`src/rtl/ntt_sched_pkg.sv`:
```
// rtl/ntt_sched_pkg.sv - shared state encoding, defaults and width helper for the NTT scheduler
package ntt_sched_pkg;

  typedef enum logic [2:0] {
    IDLE,
    COLLECT,
    START,
    FEED,
    WAIT,
    DRAIN
  } state_t;

  localparam int DEF_DATA_WIDTH = 32;
  localparam int DEF_BLOCK_LEN  = 4;

  // Index width for n items, never narrower than one bit.
  function automatic int id_width(input int n);
    return (n <= 2) ? 1 : $clog2(n);
  endfunction

endpackage

```
`src/rtl/ntt_stream_scheduler_rr_arbiter.sv`:
```
// rtl/ntt_stream_scheduler_rr_arbiter.sv - round-robin pick of the first request at or after the pointer
module rr_arbiter
  import ntt_sched_pkg::*;
#(
  parameter int NUM_REQ = 2
) (
  input  logic                            enable,
  input  logic [NUM_REQ-1:0]              req,
  input  logic [id_width(NUM_REQ)-1:0]    ptr,
  output logic                            found,
  output logic [NUM_REQ-1:0]              grant,
  output logic [id_width(NUM_REQ)-1:0]    index
);

  localparam int IDW = id_width(NUM_REQ);

  always_comb begin
    int j;
    j     = 0;
    found = 1'b0;
    grant = '0;
    index = '0;
    if (enable) begin
      for (int off = 0; off < NUM_REQ; off++) begin
        j = (int'(ptr) + off) % NUM_REQ;
        if (!found && req[j]) begin
          found    = 1'b1;
          grant[j] = 1'b1;
          index    = IDW'(j);
        end
      end
    end
  end

endmodule

```
`src/rtl/ntt_stream_scheduler.sv`:
```
// rtl/ntt_stream_scheduler.sv - arbitrates requesters onto one NTT core, buffering each block so it can be fed back-to-back
module ntt_stream_scheduler
  import ntt_sched_pkg::*;
#(
  parameter int DATA_WIDTH = DEF_DATA_WIDTH,
  parameter int BLOCK_LEN  = DEF_BLOCK_LEN,
  parameter int NUM_REQ    = 2,
  parameter int TIMEOUT    = 64
) (
  input  logic                            clk,
  input  logic                            reset_n,
  input  logic [NUM_REQ-1:0]              req,
  input  logic [NUM_REQ-1:0]              req_valid,
  input  logic [NUM_REQ*DATA_WIDTH-1:0]   req_data,
  output logic [NUM_REQ-1:0]              req_ready,
  output logic [NUM_REQ-1:0]              grant,
  output logic                            ntt_start,
  output logic [DATA_WIDTH-1:0]           ntt_in_stream,
  input  logic                            ntt_ready,
  input  logic [DATA_WIDTH-1:0]           ntt_out_stream,
  output logic                            resp_valid,
  output logic [DATA_WIDTH-1:0]           resp_data,
  output logic [id_width(NUM_REQ)-1:0]    resp_id,
  output logic                            resp_last,
  output logic                            busy,
  output logic                            timeout_err
);

  localparam int IDW = id_width(NUM_REQ);
  localparam int CW  = id_width(BLOCK_LEN);
  localparam int TW  = id_width(TIMEOUT);
  localparam logic [CW-1:0]  LAST_IDX  = CW'(BLOCK_LEN - 1);
  localparam logic [TW-1:0]  LAST_TICK = TW'(TIMEOUT - 1);
  localparam logic [IDW-1:0] LAST_REQ  = IDW'(NUM_REQ - 1);

  state_t                  state, state_nx;
  logic [IDW-1:0]          owner, rr_ptr, arb_index;
  logic [NUM_REQ-1:0]      arb_grant;
  logic                    arb_found;
  logic [CW-1:0]           cnt;
  logic [TW-1:0]           tcnt;
  logic [DATA_WIDTH-1:0]   blk_buf [BLOCK_LEN];
  logic [DATA_WIDTH-1:0]   owner_data;
  logic                    accept;

  rr_arbiter #(.NUM_REQ(NUM_REQ)) u_arb (
    .enable (state == IDLE),
    .req    (req),
    .ptr    (rr_ptr),
    .found  (arb_found),
    .grant  (arb_grant),
    .index  (arb_index)
  );

  assign owner_data = req_data[int'(owner)*DATA_WIDTH +: DATA_WIDTH];
  assign accept     = (state == COLLECT) && req_valid[owner];

  always_ff @(posedge clk or negedge reset_n) begin
    if (!reset_n) state <= IDLE;
    else          state <= state_nx;
  end

  always_comb begin
    state_nx      = state;
    req_ready     = '0;
    ntt_start     = 1'b0;
    ntt_in_stream = '0;
    busy          = (state != IDLE);
    case (state)
      IDLE:    if (arb_found) state_nx = COLLECT;
      COLLECT: begin
        req_ready = grant;
        if (accept && cnt == LAST_IDX) state_nx = START;
      end
      START: begin
        ntt_start = 1'b1;
        state_nx  = FEED;
      end
      FEED: begin
        ntt_in_stream = blk_buf[cnt];
        if (cnt == LAST_IDX) state_nx = WAIT;
      end
      WAIT: begin
        if (ntt_ready)               state_nx = DRAIN;
        else if (tcnt == LAST_TICK)  state_nx = IDLE;
      end
      DRAIN:   if (cnt == LAST_IDX) state_nx = IDLE;
      default: state_nx = IDLE;
    endcase
  end

  // Drain is count-based: once the first result word shows up, the NTT streams the rest unconditionally.
  always_ff @(posedge clk or negedge reset_n) begin
    if (!reset_n) begin
      grant       <= '0;
      owner       <= '0;
      rr_ptr      <= '0;
      cnt         <= '0;
      tcnt        <= '0;
      resp_valid  <= 1'b0;
      resp_data   <= '0;
      resp_id     <= '0;
      resp_last   <= 1'b0;
      timeout_err <= 1'b0;
      for (int i = 0; i < BLOCK_LEN; i++) blk_buf[i] <= '0;
    end else begin
      resp_valid  <= 1'b0;
      resp_data   <= '0;
      resp_last   <= 1'b0;
      timeout_err <= 1'b0;
      case (state)
        IDLE: begin
          if (arb_found) begin
            grant  <= arb_grant;
            owner  <= arb_index;
            rr_ptr <= (arb_index == LAST_REQ) ? '0 : arb_index + 1'b1;
            cnt    <= '0;
          end
        end
        COLLECT: begin
          if (accept) begin
            blk_buf[cnt] <= owner_data;
            cnt          <= (cnt == LAST_IDX) ? '0 : cnt + 1'b1;
          end
        end
        START: cnt <= '0;
        FEED: begin
          cnt  <= (cnt == LAST_IDX) ? '0 : cnt + 1'b1;
          tcnt <= '0;
        end
        WAIT: begin
          if (ntt_ready) begin
            resp_valid <= 1'b1;
            resp_data  <= ntt_out_stream;
            resp_id    <= owner;
            resp_last  <= (LAST_IDX == '0);
            cnt        <= CW'(1);
          end else if (tcnt == LAST_TICK) begin
            timeout_err <= 1'b1;
            grant       <= '0;
          end else begin
            tcnt <= tcnt + 1'b1;
          end
        end
        DRAIN: begin
          resp_valid <= 1'b1;
          resp_data  <= ntt_out_stream;
          resp_id    <= owner;
          resp_last  <= (cnt == LAST_IDX);
          cnt        <= (cnt == LAST_IDX) ? '0 : cnt + 1'b1;
          if (cnt == LAST_IDX) grant <= '0;
        end
        default: ;
      endcase
    end
  end

endmodule
```
`config.mk`:
```
export PLATFORM = sky130hd
export DESIGN_NAME = ntt_stream_scheduler
export DESIGN_NICKNAME = d
export VERILOG_FILES = /design/src/rtl/ntt_sched_pkg.sv /design/src/rtl/ntt_stream_scheduler_rr_arbiter.sv /design/src/rtl/ntt_stream_scheduler.sv
export SDC_FILE = /design/constraint.sdc
export NUM_CORES = 1
export LEC_CHECK = 0
export CORE_ASPECT_RATIO = 0.9
export CORE_MARGIN = 3
export CORE_UTILIZATION = 45
export CTS_CLUSTER_DIAMETER = 150
export DETAILED_ROUTE_END_ITERATION = 10
export GPL_ROUTABILITY_DRIVEN = 0
export PLACE_DENSITY = 0.72
export SETUP_SLACK_MARGIN = 0.15
export SLEW_MARGIN = 20
export SYNTH_ARGS = -nofsm -noshare
export SYNTH_HDL_FRONTEND = slang
export SYNTH_SLANG_ARGS = --single-unit
```
`constraint.sdc`:
```
create_clock -name clk -period 6.25 [get_ports clk]
set_input_delay 0.625 -clock clk [delete_from_list [all_inputs] [get_ports clk]]
set_output_delay 0.625 -clock clk [all_outputs]
set_load 0.02 [all_outputs]
```
==> implementation parameters <==
Parameter                              Value

Route
  Number of detailed-route iterations in the first pass ... 4
  DR DRC count ... 0
  DRC marker count from the first detailed-route iteration ... 326
  Total Routed Length ... 19000 um
  Post-DR vias/cell ... 5.30
  Count of nets left with antenna violations after detail routing ... 0
  Routed len/inst ... 19.1 um
  Detailed-route via count ... 5277

Finish
  Nets@finish ... 851
  Ant. Diodes ... 0
  Layout filler cell count ... 1348
  Share of layout cells above drive strength 1 ... 31.6%
  Storage element area ... 4480 um2
  Post-route cell area ... 10900 um2
  Area growth, synth to finish ... 30.5%
  Total area of multi-input combinational cells ... 3630 um2
  Util after Layout ... 60.6%

Synth
  Count of yosys warnings during synthesis ... 0
  Portion of the post-synthesis area used by sequential elements ... 53.9%
  FF+latch count, synth ... 179
  Largest area contributor in the synthesized netlist ... dfrtp_1
  Leading cell types by total area after synthesis ... dfrtp_1 (54%), mux2_2 (22%), mux4_2 (8.7%), and2_1 (5.1%), buf_2 (0.96%)
  Cell Area, Synth ... 8320 um2
  Synthesized netlist cell count ... 583
  Leading cell type by number of instances after synthesis ... dfrtp_1
  Area share of the largest cell type after synthesis ... 53.9%
  Share of synthesized registers carrying an async set or reset ... 100%
  Post-synth net total ... 691
  Top post-synthesis cells by count ... dfrtp_1 (179), mux2_2 (160), and2_1 (68), mux4_2 (32), clkbuf_1 (20)
  Number of enable-type register cells in the synthesized netlist ... 0
  Average cell area after synthesis ... 14.3 um2
  Synth Flop Type ... dfrtp_1
  Count of unique library cells instantiated by Yosys ... 48

Power and ir drop
  Total power divided by cell area ... 477 nW/um2
  P_leak ... 4.51 nW
  Peak VDD IR ... 0.000249 V

Floorplan
  Die Y-Extent ... 135 um
  Initial standard-cell utilization of the core ... 46.5%
  I/O pin count ... 177
  Area of the die ... 20200 um2
  Standard cell core area ... 17900 um2
  Cell row count ... 46
  Die extent in x ... 149 um

Timing
  Fin crit share ... 56.4%
  Highest clock rate ... 283 MHz
  Final period demand of the worst path ... 3.53 ns
  Final-layout worst hold slack ... 0.261 ns
  Final Hold Fails ... 0
  RSZ-0062 raised after global routing ... false
  Max-slew violation total from the final report ... 0
  Slew margin rel. ... 30.7%
  Clock Skew ... 0.00974 ns
  Aggregate negative setup slack ... 0 ns
  Measured slew at the worst slew-check pin ... 1.04 ns
  Setup-failing EPs final ... 0

CTS
  Clock Sinks ... 179
  Post-CTS Setup Bufs ... 0
  Maximum buffer depth of the clock tree ... 2
  Total of hold buffers inserted after clock tree synthesis ... 0
  Reg clk slew, reported paths ... 0.07 ns
  Resized Gates After CTS ... 0
  Clock buffer count from CTS ... 17
  CTS tree ... built
  Maximum level of the CTS H-tree ... 4
  Clock insertion delay at the later pin of the skew report ... 0.43 ns
  Cell at the root of the clock tree ... clkbuf_16

Global route
  Number of global-route vias before repair ... 5706
  Initial antenna violation count ... 0
  Pin count of the biggest net entering global routing ... 95
  Global routing usage summed across all routing layers ... 19.5%
  Remaining global-route overflow ... 0
  Global-route wire length before repair ... 30800 um

Worst setup path
  Largest fanout on the critical path ... 25
  FF-to-FF End ... blk_buf[88]
  Startpoint Class ... flop
  Start-to-end type of the worst setup path ... reg -> out
  R2r setup slk ... 3.31 ns
  Required time at the endpoint of the critical path ... 5.62 ns
  Startpoint of the lowest-slack register-to-register path ... state[0]
  Worst EP arrival ... 2.90 ns
  Number of cells on the worst reg-to-reg path ... 3
  Crit. End Element ... output pin

Placed design
  I/O Buffers ... 176
  Post-detailed-placement half-perimeter wirelength ... 12600 um
  Placement Cell Area ... 10200 um2

Hold path
  Path type of the worst min-delay path ... in -> async

Flow run
  Count of maximum capacitance violations ... 0

Status
  Result of the run ... completed
==> cell families (layout without fill, tap and decap cells) <==
kind of cell               Yosys count  count (layout)  synth area share, %
DFF                                179             179                 53.9
AOI/OAI and AO/OA                   35              35                 3.17
adders and majority gates            5               5                0.752
and+or+nand+nor                    119             119                 8.61
buffers and inverters               49             222                 2.72
muxes                              196             196                 30.9
==> cells in the final DEF (no fill, tap or decap), drive strengths merged, types with 8 or more instances in the layout <==
master / synthesis / final
mux4: 32 / 32
clkbuf: 20 / 18
clkdlybuf4s50: 0 / 175
nor2: 8 / 8
dfrtp: 179 / 179
nand3: 9 / 9
mux2: 162 / 162
inv: 10 / 14
and2: 68 / 68
nand2: 8 / 8
==> critical path, cell delays in order, from the launching register on <==
cell             delay [ns]
dfrtp_2                0.61
buf_4                  0.53
mux4_2                 0.59
and2_1                 0.19
clkdlybuf4s50_1        0.54
==> how the worst max path moves through the flow <==
stage / end / slack (ns) / startpoint
3_5_place_dp: ntt_in_stream[12] / 3.13 / cnt[0]
3_3_place_gp: ntt_in_stream[26] / 3.16 / cnt[0]
5_1_grt: ntt_in_stream[29] / 2.55 / cnt[0]
6_report: ntt_in_stream[30] / 2.72 / cnt[0]
4_1_cts: ntt_in_stream[26] / 2.66 / cnt[0]
2_1_floorplan: ntt_in_stream[10] / 3.98 / cnt[0]
==> report_power, final <==
group / switching, W / total [W] / internal [W]
clock network: 0.000466 / 0.00110 / 0.000635
registers: 0.000385 / 0.00204 / 0.00165
logic: 0.000814 / 0.00204 / 0.00122
==> per-stage QoR <==
stage	worst slack [ns]	std cells	power [W]
floorplan	3.98	583	0.00342
global placement	3.16	964	0.00403
detailed placement	3.13	964	0.00412
CTS	2.66	996	0.00524
global route	2.55	996	0.00547
finish	2.72	996	0.00518
==> sequential cells by signal, summed over array words and instances, names as in the netlist <==
register,flops
tcnt,6
resp_last,1
grant,2
resp_id,1
blk_buf,128
cnt,2
owner,1
resp_data,32
timeout_err,1
state,3
resp_valid,1
rr_ptr,1
==> metal layers <==
metal | GRT usage [%] | up-vias | part of all wire [%]
met2 | 34.1 | 105 | 53
li1 | - | 2427 | -
met3 | 4.23 | 13 | 3.5
met5 | 0 | - | 0
met4 | 3.71 | 0 | 0.83
met1 | 25.3 | 2732 | 42
==> layout make-up <==
type	instances	share of cell area [%]
well taps	240	2.77
inverters	10	0.346
clock inverters	14	1.63
multi-input cells	355	33.4
clock buffers	18	3.96
repair buffers	180	16.6
flip-flops and latches	179	41.3
Power figures use the tool's default switching activity.
